$ cat src/rtl/onchip_memory2_arbiter_if.sv
// Avalon-style word port for one requester of the shared on-chip RAM.
// The requester drives command signals; the arbiter returns waitrequest and the read response.
interface onchip_memory2_arbiter_if #(
    parameter int ADDR_W = 16
);
    logic [ADDR_W-1:0] address;
    logic [3:0]        byteenable;
    logic              read;
    logic              write;
    logic [31:0]       writedata;
    logic              lock;
    logic              waitrequest;
    logic [31:0]       readdata;
    logic              readdatavalid;

    modport master (
        output address, byteenable, read, write, writedata, lock,
        input  waitrequest, readdata, readdatavalid
    );

    modport slave (
        input  address, byteenable, read, write, writedata, lock,
        output waitrequest, readdata, readdatavalid
    );
endinterface

$ cat src/rtl/onchip_memory2_arbiter.sv
// Two-requester arbiter for a single-port on-chip RAM with round-robin ties and lock support.
// Read latency 1 cycle; losers see waitrequest, out-of-range commands complete without RAM access.
module onchip_memory2_arbiter #(
    parameter int NUM_WORDS = 51200,
    parameter int ADDR_W    = 16
) (
    input  logic                  clk,
    input  logic                  reset,
    onchip_memory2_arbiter_if.slave m0,
    onchip_memory2_arbiter_if.slave m1,
    output logic [ADDR_W-1:0]     mem_address,
    output logic [3:0]            mem_byteenable,
    output logic                  mem_chipselect,
    output logic                  mem_write,
    output logic [31:0]           mem_writedata,
    output logic                  mem_clken,
    input  logic [31:0]           mem_readdata
);
    typedef enum logic [1:0] {IDLE, LOCKED0, LOCKED1} state_t;

    localparam logic [ADDR_W:0] LIMIT = (ADDR_W + 1)'(NUM_WORDS);

    state_t            state, state_nxt;
    logic              act0, act1, gnt0, gnt1, acc0, acc1, acc_any;
    logic              sel, sel_write, sel_oor, last_grant;
    logic [ADDR_W-1:0] sel_addr;
    logic              rsp_vld, rsp_owner, rsp_oor;

    // A simultaneous read+write is treated purely as a write.
    assign act0    = m0.read | m0.write;
    assign act1    = m1.read | m1.write;
    assign acc0    = act0 & gnt0 & ~reset;
    assign acc1    = act1 & gnt1 & ~reset;
    assign acc_any = acc0 | acc1;

    always_ff @(posedge clk or posedge reset) begin
        if (reset) state <= IDLE;
        else       state <= state_nxt;
    end

    always_comb begin
        state_nxt = state;
        case (state)
            IDLE: begin
                if (acc0 && m0.lock)      state_nxt = LOCKED0;
                else if (acc1 && m1.lock) state_nxt = LOCKED1;
            end
            // Owner releases by an unlocked access or by dropping lock while idle.
            LOCKED0: if (!m0.lock && (acc0 || !act0)) state_nxt = IDLE;
            LOCKED1: if (!m1.lock && (acc1 || !act1)) state_nxt = IDLE;
            default: state_nxt = IDLE;
        endcase
    end

    always_comb begin
        gnt0 = 1'b0;
        gnt1 = 1'b0;
        case (state)
            LOCKED0: gnt0 = act0;
            LOCKED1: gnt1 = act1;
            default: begin
                if (act0 && act1) begin
                    gnt0 = last_grant;
                    gnt1 = ~last_grant;
                end else begin
                    gnt0 = act0;
                    gnt1 = act1;
                end
            end
        endcase
    end

    assign m0.waitrequest = ~reset & act0 & ~gnt0;
    assign m1.waitrequest = ~reset & act1 & ~gnt1;

    assign sel       = gnt1;
    assign sel_addr  = sel ? m1.address : m0.address;
    assign sel_write = sel ? m1.write : m0.write;
    assign sel_oor   = {1'b0, sel_addr} >= LIMIT;

    assign mem_address    = sel_addr;
    assign mem_chipselect = acc_any & ~sel_oor;
    assign mem_write      = mem_chipselect & sel_write;
    assign mem_byteenable = sel_write ? (sel ? m1.byteenable : m0.byteenable) : 4'hF;
    assign mem_writedata  = sel ? m1.writedata : m0.writedata;
    assign mem_clken      = 1'b1;

    always_ff @(posedge clk or posedge reset) begin
        if (reset) begin
            last_grant <= 1'b1;
            rsp_vld    <= 1'b0;
            rsp_owner  <= 1'b0;
            rsp_oor    <= 1'b0;
        end else begin
            rsp_vld <= acc_any & ~sel_write;
            if (acc_any) begin
                last_grant <= sel;
                rsp_owner  <= sel;
                rsp_oor    <= sel_oor;
            end
        end
    end

    // Readdata is forced to zero whenever the requester has no response this cycle.
    assign m0.readdatavalid = rsp_vld & ~rsp_owner;
    assign m1.readdatavalid = rsp_vld & rsp_owner;
    assign m0.readdata      = (m0.readdatavalid && !rsp_oor) ? mem_readdata : 32'h0;
    assign m1.readdata      = (m1.readdatavalid && !rsp_oor) ? mem_readdata : 32'h0;
endmodule

$ cat src/flat_wrapper.sv
// flat-port wrapper written by rule: the top's interface ports become plain ports
module onchip_memory2_arbiter_flat 
#(
    parameter int NUM_WORDS = 51200,
    parameter int ADDR_W    = 16
)
  (clk, reset, mem_address, mem_byteenable, mem_chipselect, mem_write, mem_writedata, mem_clken, mem_readdata, m0_address, m0_byteenable, m0_read, m0_write, m0_writedata, m0_lock, m0_waitrequest, m0_readdata, m0_readdatavalid, m1_address, m1_byteenable, m1_read, m1_write, m1_writedata, m1_lock, m1_waitrequest, m1_readdata, m1_readdatavalid);
  onchip_memory2_arbiter_if #(.ADDR_W(ADDR_W)) m0_i ();
  onchip_memory2_arbiter_if #(.ADDR_W(ADDR_W)) m1_i ();
  input  logic clk;
  input  logic reset;
  output logic [ADDR_W-1:0] mem_address;
  output logic [3:0] mem_byteenable;
  output logic mem_chipselect;
  output logic mem_write;
  output logic [31:0] mem_writedata;
  output logic mem_clken;
  input  logic [31:0] mem_readdata;
  input wire logic [$bits(m0_i.address)-1:0] m0_address;
  input wire logic [$bits(m0_i.byteenable)-1:0] m0_byteenable;
  input wire logic [$bits(m0_i.read)-1:0] m0_read;
  input wire logic [$bits(m0_i.write)-1:0] m0_write;
  input wire logic [$bits(m0_i.writedata)-1:0] m0_writedata;
  input wire logic [$bits(m0_i.lock)-1:0] m0_lock;
  output wire logic [$bits(m0_i.waitrequest)-1:0] m0_waitrequest;
  output wire logic [$bits(m0_i.readdata)-1:0] m0_readdata;
  output wire logic [$bits(m0_i.readdatavalid)-1:0] m0_readdatavalid;
  input wire logic [$bits(m1_i.address)-1:0] m1_address;
  input wire logic [$bits(m1_i.byteenable)-1:0] m1_byteenable;
  input wire logic [$bits(m1_i.read)-1:0] m1_read;
  input wire logic [$bits(m1_i.write)-1:0] m1_write;
  input wire logic [$bits(m1_i.writedata)-1:0] m1_writedata;
  input wire logic [$bits(m1_i.lock)-1:0] m1_lock;
  output wire logic [$bits(m1_i.waitrequest)-1:0] m1_waitrequest;
  output wire logic [$bits(m1_i.readdata)-1:0] m1_readdata;
  output wire logic [$bits(m1_i.readdatavalid)-1:0] m1_readdatavalid;
  assign m0_i.address = m0_address;
  assign m0_i.byteenable = m0_byteenable;
  assign m0_i.read = m0_read;
  assign m0_i.write = m0_write;
  assign m0_i.writedata = m0_writedata;
  assign m0_i.lock = m0_lock;
  assign m0_waitrequest = m0_i.waitrequest;
  assign m0_readdata = m0_i.readdata;
  assign m0_readdatavalid = m0_i.readdatavalid;
  assign m1_i.address = m1_address;
  assign m1_i.byteenable = m1_byteenable;
  assign m1_i.read = m1_read;
  assign m1_i.write = m1_write;
  assign m1_i.writedata = m1_writedata;
  assign m1_i.lock = m1_lock;
  assign m1_waitrequest = m1_i.waitrequest;
  assign m1_readdata = m1_i.readdata;
  assign m1_readdatavalid = m1_i.readdatavalid;
  onchip_memory2_arbiter #(.NUM_WORDS(NUM_WORDS), .ADDR_W(ADDR_W)) u_core (.clk(clk), .reset(reset), .m0(m0_i), .m1(m1_i), .mem_address(mem_address), .mem_byteenable(mem_byteenable), .mem_chipselect(mem_chipselect), .mem_write(mem_write), .mem_writedata(mem_writedata), .mem_clken(mem_clken), .mem_readdata(mem_readdata));
endmodule
$ cat config.mk
export PLATFORM = sky130hd
export DESIGN_NAME = onchip_memory2_arbiter_flat
export DESIGN_NICKNAME = d
export VERILOG_FILES = /design/src/rtl/onchip_memory2_arbiter_if.sv /design/src/rtl/onchip_memory2_arbiter.sv /design/src/flat_wrapper.sv
export SDC_FILE = /design/constraint.sdc
export NUM_CORES = 1
export LEC_CHECK = 0
export BUFFER_PORTS_ARGS = -buffer_cell sky130_fd_sc_hd__buf_2
export CORE_AREA = 2 2 103 105
export CTS_BUF_LIST = sky130_fd_sc_hd__clkbuf_8
export CTS_CLUSTER_SIZE = 14
export DETAILED_ROUTE_END_ITERATION = 7
export DIE_AREA = 0 0 105 107
export SLEW_MARGIN = 20
export SYNTH_ARGS = -nofsm -noshare
export SYNTH_HDL_FRONTEND = slang
export SYNTH_SLANG_ARGS = --single-unit
$ cat constraint.sdc
create_clock -name clk -period 1.9 [get_ports clk]
set_clock_uncertainty 0.05 [all_clocks]
set_input_delay 0.19 -clock clk [delete_from_list [all_inputs] [get_ports clk]]
set_output_delay 0.19 -clock clk [all_outputs]
set_load 0.005 [all_outputs]
==> results of run 1 <==
==> worst register-to-register path: stages (launching register included) <==
cell and delay [ns]:
dfrtp_1 0.38, inv_2 0.10, ha_4 0.23, buf_4 0.16, o221a_4 0.30, clkbuf_16 0.20
buf_4 0.15, nor3_2 0.14, o21a_1 0.12
==> synth_stat cells, drive strengths merged, types with 2 or more instances <==
library cell	n	area, um2
nand2b	2	12.5
nor2	5	18.8
nor3b	5	37.5
and2	66	413
nand4	2	12.5
o21ai	8	51.3
a31oi	5	31.3
inv	8	30.0
nand2	145	544
clkbuf	12	45.0
ha	3	37.5
dfrtp	5	125
nor3	2	10.0
o21a	2	15.0
o221ai	2	35.0
o31a	2	17.5
buf	10	58.8
a21oi	2	10.0
==> registers in the layout (all words and copies together) (netlist names) <==
signal	cells
u_core.rsp_oor	1
u_core.last_grant	1
u_core.rsp_vld	1
u_core.rsp_owner	1
u_core.state	2
==> path summary, 6_finish.rpt <==
kind                                          startpoint                             to  slack (ns)  depth (start not counted)
min in group asynchronous                          reset    u_core.state[0]$_DFFE_PP0P_        0.51                          3
min reg2reg                u_core.last_grant$_DFFE_PP1N_  u_core.last_grant$_DFFE_PP1N_        0.49                          2
min                                              m0_lock    u_core.state[0]$_DFFE_PP0P_        0.27                          3
max                          u_core.state[0]$_DFFE_PP0P_               mem_writedata[6]       -0.17                          9
max in group asynchronous                          reset  u_core.last_grant$_DFFE_PP1N_        1.01                          3
max reg2reg                  u_core.state[0]$_DFFE_PP0P_       u_core.rsp_vld$_DFF_PP0_        0.02                          8
==> layout make-up <==
type	count	area, um2
diodes	2	5.00
clock buffers	3	41.3
clock inverters	1	3.75
fillers	1184	6560
inverters	8	30.0
multi-input cells	269	1450
flip-flops and latches	6	151
well taps	136	170
repair buffers	292	1680
==> timing repair <==
| action | 4_1_cts | 5_1_grt |
|---|---|---|
| cloned | 1 | 3 |
| gates resized for setup | 8 | 3 |
| hold buffers | 1 | 0 |
| endpoints found under the hold margin | 5 | 0 |
| buffers inserted | 1 | 1 |
| endpoints found under the setup margin | 55 | 55 |
| pin swaps | 3 | 2 |
==> power by group through the flow <==
stage	Combinational, mW	Clock, mW	Sequential, mW
global placement	3.15	0	0.248
global route	3.97	0.216	0.261
detailed placement	3.14	0	0.249
floorplan	1.55	0	0.228
CTS	3.37	0.200	0.250
finish	3.62	0.194	0.249
==> cells by family (layout without fill, tap and decap cells) <==
group           count (synthesis)  in the layout  synth area share
simple gates                  232            232             0.646
flops                           6              6            0.0900
buf+inv                        30            304            0.0796
other cells                     1              3           0.00223
fa+ha+maj                       3              3            0.0223
compound gates                 33             33             0.160
==> stage by stage <==
stage	cells	utilization	worst slack [ns]
2_1_floorplan	305	-	0.0353
3_3_place_gp	704	0.327	-0.0234
3_5_place_dp	704	0.327	-0.0593
4_1_cts	711	0.340	-0.184
5_1_grt	717	0.350	-0.292
6_report	717	0.350	-0.168
==> layer usage <==
layer  vias to the layer above  track usage  part of all wire
met4                         0       0.0362             0.012
met2                       164        0.276              0.51
met3                         8       0.0237             0.079
li1                       1524            -                 -
met1                      1267        0.176              0.40
met5                         -            0                 0
==> results.ini, run 1 <==
[route]
vias = 2963
drt-initial-drc-count = 237
antenna_left = 0
routed_via_density = 4.13
wire_per_inst_um = 13.4
drc = 0
dr.pass1.iters = 6
drt-total-wl_mm = 9.62

[die]
die_w_um = 105
io_pins = 267
initial_utilization = 0.167
core-area_mm2 = 0.0101
die_h_um = 107
rows = 37
dieArea_mm2 = 0.0112

[sta]
max_freq_mhz = 483
fin_crit_ns = 2.07
fin_hold_ws_ns = 0.268
hold_viol = 0
setup_viol = 55
finalSetupTns_ns = -7.72
fin_crit_sh = 1.09
rsz0062_at_grt = yes
worst_slack_ns = -0.168
finalMaxSlewViolations = 0

[critical_path]
startpoint_type = register
crit_type = register to output port
critical_path.endpoint_type = output port
crit_slowest_cell = dfrtp_1
worstPathCellList = inv_2, ha_4, buf_6, o221ai_4, buf_12, buf_12, nand2_1, nand2_1, buf_2
crit_family = buffers and inverters
critPathMaxStageDelay_ns = 0.38
crit_buf_inv = 5
required_ns = 1.66
crit_arrival_ns = 1.83
cp_max_fo = 13

[logic_synthesis]
syn_inst = 305
ys_seq_area_frac = 0.0900
synthArstFlopShare = 1.00
synth-edff-count = 0
synth-main-ff-cell = dfrtp_1
synth_nets = 452
synth_cell_types = 41
avgSynthCellArea_um2 = 5.51
syn_area_mm2 = 0.00168
synth-seq-cells = 6
yosysWarnings = 0

[cts]
htree_levels = 1
cts_buffers = 3
clockBufferDepth = 2
cts_tree = built
cts.sinks = 6
worstSkewPairLatency_ns = 0.22
root_buffer = clkbuf_8
clk_pin_slew_ns = 0.04

[finish]
area_growth_pct = 110
final_common_cell = buf_2
layout_common_cells = 265 x buf_2, 144 x nand2_1, 66 x and2_1
final_nets = 727
design_area_mm2 = 0.00353
drive_gt1_frac = 0.532

[power_and_ir_drop]
netSwitchingFraction = 0.459
clkPwrFrac = 0.048
power_frac_comb = 0.891
p_int_mw = 2.20
power_density_mw_per_mm2 = 1150
total_power_mw = 4.07
power.switching_mw = 1.87
vdd_drop_max_v = 0.000512
p_seq_frac = 0.061
p_leak_nw = 2.26

[status]
status = finished with violations
violations = setup timing

[grt]
grt_pass1_vias = 2575
gr-usage-all-layers = 0.148
antenna_found_initial = 2
grt_first_pass_wirelength_mm = 13.4
gr-total-overflow = 0
grt_max_degree = 33

[min_path]
hp-class = input port to register

[placed_design]
dpl_cell_area_mm2 = 0.00330
gp_congestion = 0.828
io_buffers = 265
dpl.hpwl_mm = 7.86

[flow_run]
max_cap_violations = 0

Note: power is estimated with default switching activity, not from simulation.
==> run 2: changes to the inputs <==
--- a/config.mk
+++ b/config.mk
@@ -6,11 +6,14 @@
 export NUM_CORES = 1
 export LEC_CHECK = 0
 export BUFFER_PORTS_ARGS = -buffer_cell sky130_fd_sc_hd__buf_2
-export CORE_AREA = 2 2 103 105
+export CELL_PAD_IN_SITES_DETAIL_PLACEMENT = 0
+export CELL_PAD_IN_SITES_GLOBAL_PLACEMENT = 1
+export CORE_MARGIN = 1
+export CORE_UTILIZATION = 14
 export CTS_BUF_LIST = sky130_fd_sc_hd__clkbuf_8
 export CTS_CLUSTER_SIZE = 14
 export DETAILED_ROUTE_END_ITERATION = 7
-export DIE_AREA = 0 0 105 107
+export PLACE_DENSITY_LB_ADDON = 0.1
 export SLEW_MARGIN = 20
 export SYNTH_ARGS = -nofsm -noshare
 export SYNTH_HDL_FRONTEND = slang
==> run 2 against run 1 <==
Against the previous run:
- the flow finishes with violations (DRC, setup timing)
- die area increased by 11%
- cell count up 0.56%
- clock-buffer cell count is the same
- register-to-register slack is essentially flat
- via count shrank 2.7%
- sequential cell count is the same
- sequential power barely moved
==> results.ini, run 2 (same netlist as run 1, synthesis figures left out) <==
[status]
status = finished with violations
violations = DRC, setup timing

[critical_path]
crit_arrival_ns = 1.86  ; +0.03 ns
rr_worst_depth = 9  ; +1
crit_type = register to output port
rr_endpoint = u_core.rsp_oor$_DFFE_PP0N_
timing.rr.start = u_core.state[0]$_DFFE_PP0P_
cp_max_fo = 21  ; +8
r2r_slack_ns = 0.03  ; about the same
required_ns = 1.66  ; about the same
cp-startpoint = u_core.state[0]$_DFFE_PP0P_
startpoint_type = register
critical_path.endpoint_type = output port

[placed_design]
dpl.hpwl_mm = 7.49  ; -4.6%
gp_congestion = 0.799  ; -3.6%
pre_cts_ws_ns = -0.0928  ; -0.0334 ns
io_buffers = 265  ; unchanged

[sta]
worst_slack_ns = -0.200  ; -0.0312 ns
fin_crit_ns = 2.10  ; +0.0312 ns
finalMaxSlewViolations = 0  ; unchanged
fin_crit_sh = 1.11  ; +0.0164
setup_viol = 55  ; unchanged
worstMarginPinSlew_ns = 0.547
max_freq_mhz = 476  ; -1.5%
hold_viol = 0  ; unchanged
rsz0062_at_grt = yes
relSlewSlack = 0.631

[die]
dieArea_mm2 = 0.0125  ; +11%
rows = 39  ; +5.4%
die_w_um = 112  ; +6.3%
initial_utilization = 0.145  ; -0.0212
core-area_mm2 = 0.0116  ; +15%
io_pins = 267  ; unchanged
die_h_um = 112  ; +4.3%

[route]
dr.pass1.iters = 8  ; +2
vias = 2884  ; -2.7%
wl_met1_mm = 3.25  ; -16%
drt-total-wl_mm = 8.94  ; -7.0%
routed_via_density = 4.00  ; -3.2%
drt-initial-drc-count = 128  ; -46%
dr_wl_met2_mm = 4.85  ; -0.66%
wl_met3_um = 734  ; -3.8%
drc = 20  ; +20
antenna_left = 0  ; unchanged
top_layer_used = met4
wire_per_inst_um = 12.4  ; -7.5%

[finish]
area_growth_pct = 106
diodes = 0  ; -2
drive_gt1_frac = 0.533  ; +0.000920
final_common_cell = buf_2
layout_common_cells = 264 x buf_2, 145 x nand2_1, 66 x and2_1
final_nets = 726  ; -0.14%
top_register = u_core.state
postLayoutCoreUtil = 0.300  ; -0.0500
largest_reg_flops = 2  ; unchanged

[grt]
antenna_found_initial = 0  ; -2
gr-usage-all-layers = 0.131  ; -0.0163
grt_first_pass_wirelength_mm = 13.2  ; -1.3%
gr-total-overflow = 0  ; unchanged
grt_max_degree = 33  ; unchanged
grt_pass1_vias = 2600  ; +0.97%

[cts]
htree_levels = 1  ; unchanged
worstSkewPairLatency_ns = 0.22  ; about the same
root_buffer = clkbuf_8
cts_buffers = 3  ; unchanged
cts_tree = built
clk_pin_slew_ns = 0.04  ; about the same
cts.sinks = 6  ; unchanged
clockBufferDepth = 2  ; unchanged

[power_and_ir_drop]
p_leak_nw = 2.22  ; -1.7%
vdd_drop_max_v = 0.000403  ; -21%
power_density_mw_per_mm2 = 1090  ; -5.7%

[min_path]
hp-class = input port to register
hold_depth = 3  ; unchanged
hold_start = m0_lock
holdPathEnd = u_core.state[0]$_DFFE_PP0P_

[flow_run]
max_cap_violations = 0  ; unchanged

==> run 2: what timing repair did <==
item	CTS	global route
endpoints found under the setup margin	56	55
pin swaps	2	6
setup buffers	2	2
hold buffers	1	0
cloned	0	0
hold endpoints to repair	5	0
gates resized for setup	10	7
==> run 2: layout make-up <==
class                      count  area (um2)
tap                          143         179
timing repair buffer         291        1600
sequential                     6         151
fill                        1332        8100
inverter                       8        30.0
clock inverter                 1        3.75
clock buffer                   3        41.3
multi-input combinational    269        1460
==> run 2: how the worst max path moves through the flow <==
stage / to / cells after the start
detailed placement: mem_byteenable[1] / 8
global route: mem_byteenable[1] / 8
floorplan: mem_write / 8
finish: mem_writedata[10] / 9
global placement: mem_byteenable[0] / 8
CTS: mem_writedata[10] / 9
==> run 2: metrics by stage <==
| stage | cells | area [um2] | setup TNS (ns) | total power [mW] | hold slack (ns) |
|---|---|---|---|---|---|
| 2_1_floorplan | 305 | 1680 | 0 | 1.78 | 0.138 |
| 3_3_place_gp | 712 | 3300 | -0.133 | 3.40 | 0.222 |
| 3_5_place_dp | 712 | 3300 | -0.799 | 3.37 | 0.210 |
| 4_1_cts | 719 | 3410 | -10.23 | 3.71 | 0.269 |
| 5_1_grt | 721 | 3470 | -15.03 | 4.17 | 0.295 |
| 6_report | 721 | 3470 | -9.01 | 3.77 | 0.284 |
==> run 2: routing by layer <==
metal	GRT usage	up-vias
li1	-	1515
met5	0	-
met1	0.139	1214
met3	0.0218	8
met2	0.268	147
met4	0.0288	0
==> run 2: critical path, cell delays in order, from the launching register on <==
cell      delay, ns
dfrtp_1        0.39
inv_2          0.10
ha_4           0.23
buf_6          0.13
o221ai_4       0.25
buf_12         0.16
buf_12         0.14
nand2_1        0.07
nand2_1        0.06
buf_2          0.12
==> run 2: report_power, final <==
part / switching (mW) / internal (mW) / total, mW
sequential: 0.0554 / 0.192 / 0.247
clock: 0.0593 / 0.139 / 0.199
combinational: 1.65 / 1.67 / 3.32
==> run 3: changes to the inputs <==
--- a/config.mk
+++ b/config.mk
@@ -14,6 +14,7 @@
 export CTS_CLUSTER_SIZE = 14
 export DETAILED_ROUTE_END_ITERATION = 7
 export PLACE_DENSITY_LB_ADDON = 0.1
+export RECOVER_POWER = 100
 export SLEW_MARGIN = 20
 export SYNTH_ARGS = -nofsm -noshare
 export SYNTH_HDL_FRONTEND = slang
==> run 3 against run 2 <==
Against the previous run:
- the flow still finishes with violations (DRC, setup timing)
- critical endpoint unchanged
- non-clock buffer count unchanged
- hold slack unchanged
- register-to-register slack is essentially flat
- first-iteration DRC count up 3.9%
- highest routed layer unchanged
- routed wire length is 0.13% higher
==> results.ini, run 3 (same netlist as run 1, synthesis figures left out) <==
[status]
status = finished with violations
violations = DRC, setup timing

[placed_design]
dpl_cell_area_mm2 = 0.00330  ; unchanged
dpl.hpwl_mm = 7.49  ; unchanged
io_buffers = 265  ; unchanged
gp_congestion = 0.799  ; unchanged

[power_and_ir_drop]
total_power_mw = 3.75  ; -0.31%
vdd_drop_max_v = 0.000403  ; -0.13%
power_density_mw_per_mm2 = 1090  ; +0.16%
p_leak_nw = 2.19  ; -1.4%

[finish]
largest_reg_flops = 2  ; unchanged
final_nets = 726  ; unchanged
drive_gt1_frac = 0.522  ; -0.0104
top_register = u_core.state
fillers = 1335  ; +0.23%
diodes = 0  ; unchanged
layout_common_cells = 255 x buf_2, 145 x nand2_1, 64 x and2_1
regArea_um2 = 151  ; unchanged
design_area_mm2 = 0.00345  ; -0.47%
area_growth_pct = 105
final_common_cell = buf_2
multi_input_area_mm2 = 0.00146  ; -0.34%

[min_path]
hold_start = m0_lock
hold_depth = 3  ; unchanged
hp-class = input port to register
holdPathEnd = u_core.state[0]$_DFFE_PP0P_

[grt]
grt_first_pass_wirelength_mm = 13.2  ; unchanged
gr-usage-all-layers = 0.131  ; unchanged
grt_pass1_vias = 2600  ; unchanged
grt_max_degree = 33  ; unchanged
gr-total-overflow = 0  ; unchanged
antenna_found_initial = 0  ; unchanged

[flow_run]
max_cap_violations = 0  ; unchanged

[cts]
htree_levels = 1  ; unchanged
cts_buffers = 3  ; unchanged
worstSkewPairLatency_ns = 0.22  ; about the same
root_buffer = clkbuf_8
clk_pin_slew_ns = 0.04  ; about the same
cts_tree = built
cts.sinks = 6  ; unchanged
clockBufferDepth = 2  ; unchanged

[sta]
hold_viol = 0  ; unchanged
setup_viol = 55  ; unchanged
max_freq_mhz = 476  ; unchanged
worst_slack_ns = -0.200  ; unchanged
rsz0062_at_grt = yes
fin_crit_sh = 1.11  ; unchanged
worstMarginPinSlew_ns = 0.547  ; unchanged
fin_crit_ns = 2.10  ; unchanged
relSlewSlack = 0.631  ; unchanged
finalMaxSlewViolations = 0  ; unchanged

[critical_path]
worstPathCellList = inv_2, ha_4, buf_6, o221ai_4, buf_12, buf_12, nand2_1, nand2_1, buf_2
timing.rr.start = u_core.state[0]$_DFFE_PP0P_
startpoint_type = register
critPathMaxStageDelay_ns = 0.39  ; about the same
crit_arrival_ns = 1.86  ; about the same
rr_endpoint = u_core.rsp_oor$_DFFE_PP0N_
crit_slowest_cell = dfrtp_1
required_ns = 1.66  ; about the same
r2r_slack_ns = 0.04  ; about the same
critical_path.endpoint_type = output port
crit_type = register to output port
cp_max_fo = 21  ; unchanged
rr_worst_depth = 9  ; unchanged

[die]
die_h_um = 112  ; unchanged
io_pins = 267  ; unchanged
core-area_mm2 = 0.0116  ; unchanged
rows = 39  ; unchanged
dieArea_mm2 = 0.0125  ; unchanged
initial_utilization = 0.145  ; unchanged
die_w_um = 112  ; unchanged

[route]
drc = 25  ; +25%
dr.pass1.iters = 7  ; -1
drt-total-wl_mm = 8.95  ; +0.13%
antenna_left = 0  ; unchanged
drt-initial-drc-count = 133  ; +3.9%
vias = 2885  ; +0.035%
routed_via_density = 4.00  ; about the same
wire_per_inst_um = 12.4  ; +0.13%

==> run 3: cell types whose count changed in the layout (fill, tap and decap cells not counted), moves of 2 or more <==
| cell | change |
|---|---|
| and2_0 | +2 |
| and2_1 | -2 |
| buf_2 | -9 |
| buf_4 | -2 |
| clkbuf_1 | +5 |
| clkbuf_2 | +6 |
==> run 3: repair_timing <==
action | 4_1_cts | 5_1_grt
endpoints found under the hold margin | 5 | 0
hold buffers | 1 | 0
setup buffers | 2 | 2
gates resized for setup | 10 | 7
setup endpoints to repair | 56 | 55
pin swaps | 2 | 6
==> run 3: how the worst max path moves through the flow <==
stage / startpoint / end / cells past startpoint
2_1_floorplan: u_core.state[0]$_DFFE_PP0P_ / mem_write / 8
3_3_place_gp: u_core.state[0]$_DFFE_PP0P_ / mem_byteenable[0] / 8
6_report: u_core.state[0]$_DFFE_PP0P_ / mem_writedata[10] / 9
4_1_cts: u_core.state[0]$_DFFE_PP0P_ / mem_writedata[10] / 9
3_5_place_dp: u_core.state[0]$_DFFE_PP0P_ / mem_byteenable[1] / 8
5_1_grt: u_core.state[0]$_DFFE_PP0P_ / mem_byteenable[1] / 8
==> run 3: cell type report <==
| type | instances | share of cell area |
|---|---|---|
| clock buffer | 3 | 0.0120 |
| inverter | 8 | 0.00870 |
| tap | 143 | 0.0518 |
| multi-input combinational | 269 | 0.423 |
| timing repair buffer | 291 | 0.460 |
| sequential | 6 | 0.0439 |
| clock inverter | 1 | 0.00109 |
==> run 3: layer usage <==
metal	wire, um	track usage	up-vias
met5	0	0	-
met4	110	0.0288	0
met3	721	0.0218	8
met2	4850	0.268	147
met1	3270	0.139	1214
li1	-	-	1516
==> run 3: metrics by stage <==
stage	worst slack [ns]	hold slack [ns]	instances	setup TNS [ns]	utilization
3_5_place_dp	-0.0928	0.210	712	-0.799	0.285
6_report	-0.200	0.284	721	-9.01	0.298
5_1_grt	-0.318	0.295	721	-15.54	0.298
2_1_floorplan	0.0353	0.138	305	0	-
4_1_cts	-0.228	0.269	719	-10.23	0.295
3_3_place_gp	-0.0372	0.222	712	-0.133	0.285
==> run 3: worst max-delay path: cells and delay by family, from the launching register on <==
| kind | cells | cell delay [ns] |
|---|---|---|
| buffers and inverters | 5 | 0.65 |
| DFF | 1 | 0.39 |
| AOI/OAI and AO/OA | 1 | 0.25 |
| adders and majority gates | 1 | 0.23 |
| and+or+nand+nor | 2 | 0.13 |
==> run 3: where the power goes <==
| group | switching, mW | internal (mW) |
|---|---|---|
| Clock | 0.0593 | 0.139 |
| Combinational | 1.65 | 1.66 |
| Sequential | 0.0529 | 0.192 |
| Total | 1.76 | 1.99 |
